==> src/rtl/hazard_forward_ctrl.sv <==
// Operand forwarding and load-use interlock controller.
// Tracks destination tags for the EX slot and FWD_STAGES downstream stages.
module hazard_forward_ctrl #(
    parameter int NUM_SRC    = 2,
    parameter int FWD_STAGES = 2,
    parameter int AW         = 5,
    parameter int LOAD_STAGE = 2,
    parameter int CNT_W      = 16,
    localparam int SEL_W     = $clog2(FWD_STAGES + 1)
) (
    input  logic                     clk,
    input  logic                     rst_n,
    input  logic                     hold,
    input  logic                     flush,
    input  logic                     id_valid,
    input  logic [NUM_SRC*AW-1:0]    id_rs,
    input  logic [NUM_SRC-1:0]       id_rs_used,
    input  logic [AW-1:0]            id_rd,
    input  logic                     id_reg_write,
    input  logic                     id_is_load,
    output logic [NUM_SRC*SEL_W-1:0] fwd_sel,
    output logic                     stall,
    output logic [CNT_W-1:0]         stall_cnt
);

    logic                  ex_v_q, ex_v_d;
    logic [NUM_SRC*AW-1:0] ex_rs_q, ex_rs_d;
    logic [NUM_SRC-1:0]    ex_used_q, ex_used_d;
    logic [AW-1:0]         ex_rd_q, ex_rd_d;
    logic                  ex_we_q, ex_we_d;
    logic                  ex_ld_q, ex_ld_d;

    logic [FWD_STAGES:1]         tag_v_q, tag_v_d;
    logic [FWD_STAGES:1][AW-1:0] tag_rd_q, tag_rd_d;
    logic [FWD_STAGES:1]         tag_we_q, tag_we_d;
    logic [FWD_STAGES:1]         tag_ld_q, tag_ld_d;

    logic [CNT_W-1:0]         stall_cnt_q, stall_cnt_d;
    logic                     stall_c;
    logic [NUM_SRC*SEL_W-1:0] fwd_sel_c;

    // x0 is hardwired, so a write to it never produces a forwardable value
    function automatic logic live(input logic v, input logic we, input logic [AW-1:0] rd);
        return v & we & (rd != '0);
    endfunction

    always_comb begin
        stall_c = 1'b0;
        for (int i = 0; i < NUM_SRC; i++) begin
            if (id_valid && !flush && id_rs_used[i]) begin
                if (LOAD_STAGE > 1 && live(ex_v_q, ex_we_q, ex_rd_q) && ex_ld_q &&
                    ex_rd_q == id_rs[i*AW +: AW])
                    stall_c = 1'b1;
                for (int k = 1; k <= FWD_STAGES; k++) begin
                    if (k + 1 < LOAD_STAGE && live(tag_v_q[k], tag_we_q[k], tag_rd_q[k]) &&
                        tag_ld_q[k] && tag_rd_q[k] == id_rs[i*AW +: AW])
                        stall_c = 1'b1;
                end
            end
        end
    end

    // Scan oldest to youngest so the youngest matching stage overwrites the select
    always_comb begin
        fwd_sel_c = '0;
        for (int i = 0; i < NUM_SRC; i++) begin
            for (int k = FWD_STAGES; k >= 1; k--) begin
                if (ex_v_q && ex_used_q[i] && live(tag_v_q[k], tag_we_q[k], tag_rd_q[k]) &&
                    tag_rd_q[k] == ex_rs_q[i*AW +: AW] && (!tag_ld_q[k] || k >= LOAD_STAGE))
                    fwd_sel_c[i*SEL_W +: SEL_W] = SEL_W'(k);
            end
        end
    end

    always_comb begin
        ex_v_d      = ex_v_q;
        ex_rs_d     = ex_rs_q;
        ex_used_d   = ex_used_q;
        ex_rd_d     = ex_rd_q;
        ex_we_d     = ex_we_q;
        ex_ld_d     = ex_ld_q;
        tag_v_d     = tag_v_q;
        tag_rd_d    = tag_rd_q;
        tag_we_d    = tag_we_q;
        tag_ld_d    = tag_ld_q;
        stall_cnt_d = stall_cnt_q;
        if (!hold) begin
            tag_v_d[1]  = ex_v_q;
            tag_rd_d[1] = ex_rd_q;
            tag_we_d[1] = ex_we_q;
            tag_ld_d[1] = ex_ld_q;
            for (int k = 2; k <= FWD_STAGES; k++) begin
                tag_v_d[k]  = tag_v_q[k-1];
                tag_rd_d[k] = tag_rd_q[k-1];
                tag_we_d[k] = tag_we_q[k-1];
                tag_ld_d[k] = tag_ld_q[k-1];
            end
            ex_v_d    = id_valid & ~stall_c & ~flush;
            ex_rs_d   = id_rs;
            ex_used_d = id_rs_used;
            ex_rd_d   = id_rd;
            ex_we_d   = id_reg_write;
            ex_ld_d   = id_is_load;
            if (stall_c && stall_cnt_q != '1)
                stall_cnt_d = stall_cnt_q + 1'b1;
        end
    end

    always_ff @(posedge clk or negedge rst_n) begin
        if (!rst_n) begin
            ex_v_q      <= 1'b0;
            ex_rs_q     <= '0;
            ex_used_q   <= '0;
            ex_rd_q     <= '0;
            ex_we_q     <= 1'b0;
            ex_ld_q     <= 1'b0;
            tag_v_q     <= '0;
            tag_rd_q    <= '0;
            tag_we_q    <= '0;
            tag_ld_q    <= '0;
            stall_cnt_q <= '0;
        end else begin
            ex_v_q      <= ex_v_d;
            ex_rs_q     <= ex_rs_d;
            ex_used_q   <= ex_used_d;
            ex_rd_q     <= ex_rd_d;
            ex_we_q     <= ex_we_d;
            ex_ld_q     <= ex_ld_d;
            tag_v_q     <= tag_v_d;
            tag_rd_q    <= tag_rd_d;
            tag_we_q    <= tag_we_d;
            tag_ld_q    <= tag_ld_d;
            stall_cnt_q <= stall_cnt_d;
        end
    end

    assign fwd_sel   = fwd_sel_c;
    assign stall     = stall_c;
    assign stall_cnt = stall_cnt_q;

endmodule

==> config.mk <==
export PLATFORM = sky130hd
export DESIGN_NAME = hazard_forward_ctrl
export DESIGN_NICKNAME = d
export VERILOG_FILES = /design/src/rtl/hazard_forward_ctrl.sv
export SDC_FILE = /design/constraint.sdc
export NUM_CORES = 1
export LEC_CHECK = 0
export BUFFER_PORTS_ARGS = -buffer_cell sky130_fd_sc_hd__buf_2
export CAP_MARGIN = 25
export CORE_AREA = 2 2 96 98
export CTS_CLUSTER_SIZE = 40
export DETAILED_ROUTE_END_ITERATION = 8
export DIE_AREA = 0 0 98 100
export SLEW_MARGIN = 20
export SYNTH_ARGS = -nofsm -noshare
export SYNTH_HDL_FRONTEND = slang
export SYNTH_SLANG_ARGS = --single-unit
==> constraint.sdc <==
create_clock -name clk -period 4.2 [get_ports clk]
set_input_delay 0.84 -clock clk [delete_from_list [all_inputs] [get_ports clk]]
set_output_delay 0.84 -clock clk [all_outputs]
set_load 0.005 [all_outputs]
Word level (Yosys, flattened, before mapping)
Index checks and enable logic that the tools add are counted.
{"block": "op_classes", "n_addsub": 1, "n_eq_ne": 7, "muxes": 8, "n_bitwise": 11, "n_reduce_logical": 25}
{"cell": "equality test 5 bit", "n": 6}
{"cell": "logical AND 1 bit", "n": 19}
{"cell": "adder 16 x 1 -> 16 bit (second input constant)", "n": 1}
{"cell": "!= test 16 bit (second input constant)", "n": 1}
{"cell": "nonzero test 5 bit", "n": 3}
{"cell": "bitwise AND 1 bit", "n": 8}
{"cell": "2-to-1 mux 2 bit", "n": 4}
{"cell": "2-to-1 mux 1 bit", "n": 4}
{"cell": "inverter 1 bit", "n": 3}
{"cell": "zero test 1 bit", "n": 2}
{"cell": "AND reduction 2 bit", "n": 1}
{"block": "word_totals", "regBits": 51, "output_inout_bits": 21, "word_cells": 64}

Longest topological paths before layout
Gate-level depths: netlist of the first run.
{"block": "logic_depth", "word_depth": 11, "depth_mapped": 6, "depth_no_buf": 6}

Least setup slack after synthesis of the first run
OpenSTA, ideal clock, no wires.
{"block": "synth_timing", "path_kind": "input-to-output", "start": "input id_rs[0]", "end": "output stall", "arrival_time_ns": 1.574, "t_required_ns": 3.360, "path_slack_ns": 1.786, "cell_stages": 4, "n_path_buf": 0, "cell_sequence": "xnor2_1 -> nand4_1 -> o22ai_2 -> and2_4"}
{"block": "synth_between", "elab_chain_len": 6}
{"item": "from (decl)", "line_no": "16", "rtl": "input logic [NUM_SRC*AW-1:0] id_rs,"}
{"item": "equality test 5 bit *", "line_no": "52", "rtl": "ex_rd_q == id_rs[i*AW +: AW])"}
{"item": "logical AND 1 bit *", "line_no": "51", "rtl": "if (LOAD_STAGE > 1 && live(ex_v_q, ex_we_q, ex_rd_q) && ex_ld_q &&"}
{"item": "2-to-1 mux 1 bit *", "line_no": "51"}
{"item": "2-to-1 mux 1 bit *", "line_no": "50", "rtl": "if (id_valid && !flush && id_rs_used[i]) begin"}
{"item": "2-to-1 mux 1 bit", "line_no": "51"}
{"item": "2-to-1 mux 1 bit *", "line_no": "50"}
{"item": "to (decl)", "line_no": "22", "rtl": "output logic stall,"}
Mark *: on every way between the ends. The rest lies on a longest branch, timed or not.

Final worst setup path of the first run
{"block": "layout_timing", "start": "register tag_rd_q[1] (netlist name)", "end": "output fwd_sel[1]"}
{"block": "layout_between", "elab_chain_len": 6, "elab_cells_between_ends": 7, "classes_between": "eq/ne: 1; mux: 1; bitwise: 1; reduce/logical: 4"}
{"item": "from (decl)", "line_no": "34", "rtl": "logic [FWD_STAGES:1][AW-1:0] tag_rd_q, tag_rd_d;"}
{"item": "from (signal assigned)", "line_no": "130", "rtl": "tag_rd_q <= tag_rd_d;"}
{"item": "nonzero test 5 bit", "line_no": "44", "rtl": "return v & we & (rd != '0);"}
{"item": "bitwise AND 1 bit", "line_no": "44"}
{"item": "logical AND 1 bit", "line_no": "68", "rtl": "if (ex_v_q && ex_used_q[i] && live(tag_v_q[k], tag_we_q[k], tag_rd_q[k]) &&"}
{"item": "logical AND 1 bit *", "line_no": "68"}
{"item": "logical AND 1 bit *", "line_no": "69", "rtl": "tag_rd_q[k] == ex_rs_q[i*AW +: AW] && (!tag_ld_q[k] || k >= LOAD_STAGE))"}
{"item": "2-to-1 mux 2 bit *", "line_no": "68"}
{"item": "to (decl)", "line_no": "21", "rtl": "output logic [NUM_SRC*SEL_W-1:0] fwd_sel,"}
Marks and branches as above.

==> results of run 1 <==
==> layer usage <==
metal  part of all wire  global-route usage  up-vias
li1                   -                   -      856
met1               0.50               0.167      874
met2               0.46               0.189       40
met3              0.035              0.0237        7
met4             0.0087              0.0288        0
met5                  0                   0        -
==> worst register-to-register path, cell delays in order (launching register included) <==
cell and delay (ns):
dfrtp_1 0.47, or4_4 0.56, o21ai_2 0.17, nor3_2 0.13, nand2_2 0.18, mux2_4 0.30
==> cell families after synthesis <==
group / after synthesis / share of synthesized area
muxes: 36 / 0.158
xor gates and xnor gates: 44 / 0.149
AOI/OAI and AO/OA: 6 / 0.0300
DFF: 51 / 0.493
buffers and inverters: 6 / 0.0111
adders and majority gates: 1 / 0.00483
and+or+nand+nor: 65 / 0.154
==> sequential cells by signal (all words and copies together), names as in the netlist <==
name / count
stall_cnt: 16
ex_rs_q: 10
tag_rd_q: 10
ex_rd_q: 5
ex_used_q: 2
tag_v_q: 2
tag_we_q: 2
ex_ld_q: 1
ex_v_q: 1
ex_we_q: 1
tag_ld_q: 1
==> worst min-delay path by stage <==
stage | start | to | slack (ns) | depth (start not counted)
2_1_floorplan | tag_ld_q[1]$_DFFE_PN0N_ | tag_ld_q[1]$_DFFE_PN0N_ | 0.47 | 1
3_3_place_gp | stall_cnt[6]$_DFFE_PN0P_ | stall_cnt[6]$_DFFE_PN0P_ | 0.49 | 1
3_5_place_dp | stall_cnt[6]$_DFFE_PN0P_ | stall_cnt[6]$_DFFE_PN0P_ | 0.48 | 1
4_1_cts | stall_cnt[6]$_DFFE_PN0P_ | stall_cnt[6]$_DFFE_PN0P_ | 0.50 | 1
5_1_grt | stall_cnt[6]$_DFFE_PN0P_ | stall_cnt[6]$_DFFE_PN0P_ | 0.53 | 1
6_report | stall_cnt[6]$_DFFE_PN0P_ | stall_cnt[6]$_DFFE_PN0P_ | 0.50 | 1
==> final cells by class <==
cell class | count | area (um2) | share of cell area
Inverter | 1 | 3.75 | 0.00122
Multi-Input combinational cell | 152 | 1280 | 0.418
Tap cell | 111 | 139 | 0.0452
Timing Repair Buffer | 46 | 235 | 0.0766
Sequential cell | 51 | 1280 | 0.416
Clock buffer | 6 | 72.6 | 0.0236
Clock inverter | 2 | 60.1 | 0.0196
==> Yosys cell counts, types with 2 or more instances <==
| cell | n | area (um2) |
|---|---|---|
| buf_2 | 2 | 10.0 |
| buf_1 | 2 | 7.51 |
| and3_1 | 8 | 50.1 |
| nand4_1 | 13 | 81.3 |
| nor2_1 | 4 | 15.0 |
| xor2_1 | 8 | 70.1 |
| nand3_1 | 13 | 65.1 |
| or4_1 | 2 | 15.0 |
| nor3_1 | 4 | 20.0 |
| dfrtp_1 | 51 | 1280 |
| nand2_1 | 4 | 15.0 |
| nor4_1 | 4 | 25.0 |
| xnor2_1 | 36 | 315 |
| mux2_2 | 35 | 394 |
==> power breakdown <==
| part | leakage, nW | internal (mW) | switching (mW) |
|---|---|---|---|
| logic | 0.612 | 0.0898 | 0.0619 |
| clock network | 0.0654 | 0.238 | 0.159 |
| registers | 0.638 | 0.534 | 0.0557 |
==> results.sh, run 1 <==
export IMPL_outcome="finished clean"
export IMPL_required_ns=3.36
export IMPL_tightest_slew_ns=0.926
export IMPL_rows=35
export IMPL_io_buffer_count=44
export IMPL_num_vias=1777
export IMPL_worst_path_stages=5
export IMPL_worstSetupPathType="reg2out"
export IMPL_die_w_um=98
export IMPL_final_cells=369
export IMPL_place_area_um2=2940
export IMPL_final_cell_mix="51 x dfrtp_1, 44 x buf_2, 36 x xnor2_1, 35 x mux2_2"
export IMPL_clk_pin_slew_ns=0.10
export IMPL_setup_viol=0
export IMPL_syn2layout_area_growth_pct=18.6
export IMPL_drive_gt1_frac=0.384
export IMPL_worstSetupEndpoint="fwd_sel[1]"
export IMPL_hold_path_class="reg2reg"
export IMPL_drt_iter0_markers=61
export IMPL_arrival_ns=2.07
export IMPL_place_hpwl_mm=4.09
export IMPL_cts_hold_buf=0
export IMPL_drt_vias_per_instance=4.82
export IMPL_worst_r2r_endpoint="stall_cnt[1]$_DFFE_PN0P_"
export IMPL_diodes=0
export IMPL_nFillCells=898
export IMPL_grt_max_degree=52
export IMPL_cts_resized=0
export IMPL_cp_top_family="simple AND/OR/NAND/NOR gates"
export IMPL_clock_path_buffers=2
export IMPL_cts_buffers_inserted=5
export IMPL_critPathCaptureType="output pin"
export IMPL_fin_nets=282
export IMPL_crit_path_start="tag_rd_q[1]$_DFFE_PN0N_"
export IMPL_synthFlopType="dfrtp_1"
export IMPL_rsz0062_at_grt="no"
export IMPL_netlist_instances=209
export IMPL_max_stage_delay_ns=0.55
export IMPL_fin_hold_ws_ns=0.501
export IMPL_power_mw=1.14
export IMPL_antenna_found_initial=0
export IMPL_reg2reg_from="ex_rd_q[2]$_DFFE_PN0N_"
export IMPL_avgSynthCellArea_um2=12.4
export IMPL_coreArea_um2=8890
export IMPL_wire_per_inst_um=15.0
export IMPL_crit_path_frequent_cell="nor3_1"
export IMPL_setup_ws_ns=1.29
export IMPL_post_cts_buffers=0
export IMPL_fin_area_um2=3070
export IMPL_ir_drop_uv=181
export IMPL_skew_ns=0.0115
export IMPL_syn_num_nets=234
export IMPL_fin_tns_setup_ns=0
export IMPL_drc_errors=0
export IMPL_dp_cells=361
export IMPL_slew_headroom=0.382
export IMPL_worst_path_max_delay_cell="or4_1"
export IMPL_die_area_um2=9800
export IMPL_worst_setup_path_start_kind="register"
export IMPL_ios=45
export IMPL_worst_path_buf_inv=1
export IMPL_preCtsSetupSlack_ns=1.37
export IMPL_initial_core_util=0.291
export IMPL_final_common_cell="dfrtp_1"
export IMPL_syn_area_um2=2590
export IMPL_synth_cell_types=37
export IMPL_cp_max_fo=5
export IMPL_clock_sinks=51
export IMPL_place_congestion=0.806
export IMPL_synth_edf_count=0
export IMPL_insertion_delay_ns=0.30
export IMPL_overflow=0
export IMPL_maxCapViolations=0
export IMPL_final_hold_violation_count=0
export IMPL_drtAntennaViolNets=0
export IMPL_power_leakage_nw=1.32
export IMPL_ys_ff_latch=51
export IMPL_crit_chain="or4_1 > o21ai_0 > nor3_1 > nor3_1 > buf_2"
export IMPL_min_period_ns=2.91
export IMPL_r2r_slack_ns=2.29
export IMPL_min_period_over_period=0.693
export IMPL_p_per_area_nw_per_um2=371
export IMPL_drtPass1Iterations=4
export IMPL_wl_mm=5.54
export IMPL_slew_violations=0
export IMPL_grt_pass1_wl_mm=9.27
export IMPL_die_y_um=100
export IMPL_grt_usage=0.118
export IMPL_reg2regPathDepth=5
export IMPL_cts_tree="yes"
export IMPL_htreeDepth=2
export IMPL_seq_area_frac_synth=0.493
export IMPL_grt_pass1_vias=1764
export IMPL_yosys_warnings=0
export IMPL_max_freq_ghz=0.344
export IMPL_final_core_util=0.345
export IMPL_ys_async_sr_fraction=1.00
export IMPL_root_buffer="clkbuf_8"
(Power assumes the default switching activity.)
==> inputs of run 2 (changes only) <==
Clock period 4.2 ns to 2.33 ns, I/O delays scaled along.
==> results.sh, run 2 (same netlist as run 1, synthesis figures left out) <==
export IMPL_slew_violations=0
export IMPL_insertion_delay_ns=0.30
export IMPL_grt_pass1_wl_mm=9.40
export IMPL_overflow=0
export IMPL_max_stage_delay_ns=0.51
export IMPL_tightest_slew_ns=0.649
export IMPL_clock_sinks=51
export IMPL_cts_tree="yes"
export IMPL_worst_path_max_delay_cell="or4_4"
export IMPL_dp_cells=363
export IMPL_outcome="finished clean"
export IMPL_rsz0062_at_grt="yes"
export IMPL_coreArea_um2=8890
export IMPL_cts_buffers_inserted=5
export IMPL_root_buffer="clkbuf_8"
export IMPL_max_freq_ghz=0.438
export IMPL_drt_vias_per_instance=4.82
export IMPL_largest_reg_flops=16
export IMPL_required_ns=1.86
export IMPL_die_area_um2=9800
export IMPL_wire_per_inst_um=15.3
export IMPL_grt_max_degree=52
export IMPL_power_leakage_nw=1.35
export IMPL_maxCapViolations=0
export IMPL_fin_nets=291
export IMPL_worst_path_buf_inv=1
export IMPL_drive_gt1_frac=0.425
export IMPL_worst_setup_path_start_kind="register"
export IMPL_die_y_um=100
export IMPL_skew_ns=0.0134
export IMPL_drtAntennaViolNets=0
export IMPL_die_w_um=98
export IMPL_cp_top_family="simple AND/OR/NAND/NOR gates"
export IMPL_cp_max_fo=6
export IMPL_clock_path_buffers=2
export IMPL_clk_pin_slew_ns=0.09
export IMPL_ir_drop_uv=357
export IMPL_slew_headroom=0.568
export IMPL_final_common_cell="dfrtp_1"
export IMPL_htreeDepth=2
export IMPL_place_hpwl_mm=4.23
export IMPL_cts_hold_buf=0
export IMPL_setup_viol=0
export IMPL_diodes=0
export IMPL_drc_errors=0
export IMPL_place_congestion=0.852
export IMPL_drt_iter0_markers=49
export IMPL_ios=45
export IMPL_arrival_ns=1.82
export IMPL_worstSetupPathType="reg2out"
export IMPL_crit_chain="or4_4 > o21a_4 > and2_4 > buf_2"
export IMPL_critPathCaptureType="output pin"
export IMPL_fin_tns_setup_ns=0
export IMPL_grt_usage=0.121
export IMPL_final_hold_violation_count=0
export IMPL_initial_core_util=0.291
export IMPL_syn2layout_area_growth_pct=21.0
export IMPL_preCtsSetupSlack_ns=0.248
export IMPL_io_buffer_count=44
export IMPL_drtPass1Iterations=4
export IMPL_num_vias=1817
export IMPL_setup_ws_ns=0.0485
export IMPL_final_cell_mix="48 x dfrtp_1, 44 x buf_2, 36 x xnor2_1, 35 x mux2_2"
export IMPL_wl_mm=5.78
export IMPL_min_period_over_period=0.979
export IMPL_grt_pass1_vias=1778
export IMPL_final_core_util=0.352
export IMPL_p_per_area_nw_per_um2=628
export IMPL_final_cells=377
export IMPL_min_period_ns=2.28
export IMPL_rows=35
export IMPL_hold_path_class="in2async"
export IMPL_antenna_found_initial=0
run 2: changes by cell type in the layout (fill, tap and decap cells not counted):
cell       previous run  this run
buf_4                 2        11
dfrtp_1              51        48
dfrtp_2               0         3
bufinv_16             2         1
nor3_1                4         3
nor3_2                1         2
o21ai_0               1         0
o21ai_4               0         1
or4_1                 2         1
or4_4                 1         2
run 2: area by class of cell:
class	instances	area [um2]
Clock inverter	1	30.0
Clock buffer	6	72.6
Fill cell	906	5760
Inverter	1	3.75
Tap cell	111	139
Timing Repair Buffer	55	303
Multi-Input combinational cell	152	1300
Sequential cell	51	1280
run 2: power breakdown:
part	switching (mW)	internal, mW	total [mW]	leakage (nW)
registers	0.0927	0.963	1.06	0.635
logic	0.132	0.184	0.316	0.660
clock network	0.280	0.315	0.596	0.0513
total	0.505	1.46	1.97	1.35
run 2: path summary, 6_finish.rpt:
kind / from / end / slack [ns] / depth (start not counted)
setup / recovery: ex_rd_q[3]$_DFFE_PN0N_ / stall / 0.05 / 4
max in group asynchronous: rst_n / ex_rd_q[1]$_DFFE_PN0N_ / 1.58 / 2
min in group clk: id_rd[0] / ex_rd_q[0]$_DFFE_PN0N_ / 0.39 / 2
hold reg to reg: stall_cnt[6]$_DFFE_PN0P_ / stall_cnt[6]$_DFFE_PN0P_ / 0.51 / 1
hold / removal: rst_n / tag_v_q[1]$_DFFE_PN0N_ / 0.27 / 2
setup reg to reg: ex_rd_q[3]$_DFFE_PN0N_ / stall_cnt[1]$_DFFE_PN0P_ / 0.41 / 6
run 2: per-layer routing:
layer  vias to the layer above  global-route usage  wire, um
met3                         3              0.0306       285
met5                         -                   0         0
met2                        39               0.190      2800
li1                        872                   -         -
met4                         0              0.0288        36
met1                       903               0.169      2660
run 2: repair_timing:
action	in CTS	in global routing
setup buffers	2	5
endpoints found under the setup margin	3	3
hold endpoints to repair	0	0
cloned	0	0
pin swaps	0	3
resized for setup	2	6
run 2: per-stage QoR:
stage	cell area, um2	hold WS (ns)	power, mW
3_3_place_gp	2950	0.491	1.36
5_1_grt	3130	0.314	2.07
3_5_place_dp	2950	0.497	1.37
6_report	3130	0.266	1.97
2_1_floorplan	2590	0.170	1.26
4_1_cts	3070	0.294	1.97
run 2: worst reg2reg max path, delay by kind of cell (launching register included):
family,cells,cell delay (ns)
simple gates,3,0.68
flops,1,0.46
mux,1,0.30
compound gates,1,0.18
buf+inv,1,0.18
==> inputs of run 3 (changes only) <==
Settings changed: PLACE_DENSITY set to 0.52.
==> results.sh, run 3 (same netlist as run 1, synthesis figures left out) <==
export IMPL_outcome="finished clean"
export IMPL_drtAntennaViolNets=0
export IMPL_p_per_area_nw_per_um2=641
export IMPL_die_y_um=100
export IMPL_htreeDepth=2
export IMPL_maxCapViolations=0
export IMPL_place_hpwl_mm=4.30
export IMPL_min_period_ns=2.28
export IMPL_clk_pin_slew_ns=0.10
export IMPL_drt_iter0_markers=31
export IMPL_grtUsageMet3=0.0258
export IMPL_critPathCaptureType="output pin"
export IMPL_insertion_delay_ns=0.30
export IMPL_final_cell_mix="47 x dfrtp_1, 44 x buf_2, 36 x xnor2_1, 35 x mux2_2"
export IMPL_slew_headroom=0.571
export IMPL_initial_core_util=0.291
export IMPL_antenna_found_initial=0
export IMPL_preCtsSetupSlack_ns=0.168
export IMPL_drtPass1Iterations=4
export IMPL_cts_buffers_inserted=5
export IMPL_diodes=0
export IMPL_grt_max_degree=52
export IMPL_wl_mm=5.81
export IMPL_drc_errors=0
export IMPL_drive_gt1_frac=0.437
export IMPL_setup_ws_ns=0.0539
export IMPL_cts_tree="yes"
export IMPL_ios=45
export IMPL_fin_area_um2=3170
export IMPL_arrival_ns=1.81
export IMPL_place_area_um2=2970
export IMPL_coreArea_um2=8890
export IMPL_reg2regPathDepth=6
export IMPL_rsz0062_at_grt="no"
export IMPL_min_period_over_period=0.977
export IMPL_grt_met1_usage=0.165
export IMPL_grt_pass1_vias=1788
export IMPL_die_area_um2=9800
export IMPL_grt_usage=0.123
export IMPL_io_buffer_count=44
export IMPL_largest_reg_flops=16
export IMPL_final_common_cell="dfrtp_1"
export IMPL_wire_per_inst_um=15.3
export IMPL_grt_util_met2=0.207
export IMPL_die_w_um=98
export IMPL_cp_max_fo=4
export IMPL_power_leakage_nw=1.36
export IMPL_num_vias=1814
export IMPL_fin_nets=292
export IMPL_rows=35
export IMPL_max_freq_ghz=0.439
export IMPL_setup_viol=0
export IMPL_slew_violations=0
export IMPL_worstSetupPathType="reg2out"
export IMPL_syn2layout_area_growth_pct=22.6
export IMPL_skew_ns=0.0147
export IMPL_clock_sinks=51
export IMPL_required_ns=1.86
export IMPL_fin_tns_setup_ns=0
export IMPL_final_core_util=0.357
export IMPL_tightest_slew_ns=0.639
export IMPL_hold_path_class="in2async"
export IMPL_drt_vias_per_instance=4.79
export IMPL_place_congestion=0.866
export IMPL_clock_path_buffers=2
export IMPL_final_hold_violation_count=0
export IMPL_ir_drop_uv=243
export IMPL_worst_setup_path_start_kind="register"
export IMPL_top_usage_layer="met2"
export IMPL_grt_pass1_wl_mm=9.57
export IMPL_overflow=0
export IMPL_root_buffer="clkbuf_8"
==> run 3: path summary, 6_finish.rpt <==
check	from	to	slack, ns
min in group clk	flush	ex_v_q$_DFFE_PN0N_	0.37
max	ex_rd_q[2]$_DFFE_PN0N_	stall	0.05
min	rst_n	tag_we_q[2]$_DFFE_PN0N_	0.14
max in group asynchronous	rst_n	ex_rd_q[1]$_DFFE_PN0N_	1.93
max reg2reg	stall_cnt[0]$_DFFE_PN0P_	stall_cnt[1]$_DFFE_PN0P_	0.38
min reg2reg	stall_cnt[6]$_DFFE_PN0P_	stall_cnt[6]$_DFFE_PN0P_	0.50
==> run 3: what timing repair did <==
item / CTS / global route
pin swaps: 0 / 4
hold buffers: 0 / 0
gates resized for setup: 5 / 4
endpoints found under the setup margin: 3 / 3
setup buffers: 2 / 6
==> run 3: layout make-up <==
cell class                      count  area (um2)
Clock buffer                        6        82.6
Clock inverter                      2        38.8
Fill cell                         904        5720
Inverter                            1        3.75
Multi-Input combinational cell    152        1310
Sequential cell                    51        1280
Tap cell                          111         139
Timing Repair Buffer               56         323
==> run 3: stage by stage <==
| stage | instances | total power [mW] | hold WS, ns |
|---|---|---|---|
| 2_1_floorplan | 209 | 1.26 | 0.170 |
| 3_3_place_gp | 363 | 1.37 | 0.486 |
| 3_5_place_dp | 363 | 1.37 | 0.483 |
| 4_1_cts | 373 | 2.05 | 0.145 |
| 5_1_grt | 379 | 2.15 | 0.151 |
| 6_report | 379 | 2.04 | 0.137 |
==> run 3: layer usage <==
layer,wire length [um],up-vias
met4,44,0
li1,-,874
met1,2630,900
met5,0,-
met2,2910,35
met3,228,5
==> run 3: where the power goes <==
part	internal, mW	total [mW]	switching (mW)	leakage [nW]
combinational	0.189	0.325	0.136	0.669
clock	0.354	0.656	0.302	0.0618
sequential	0.964	1.05	0.0909	0.634
total	1.51	2.04	0.529	1.36
==> run 3: critical path, cell delays in order, from the launching register on <==
cell and delay [ns]:
dfrtp_2 0.44, or4_4 0.54, o21a_4 0.23, and2_4 0.17
buf_2 0.12
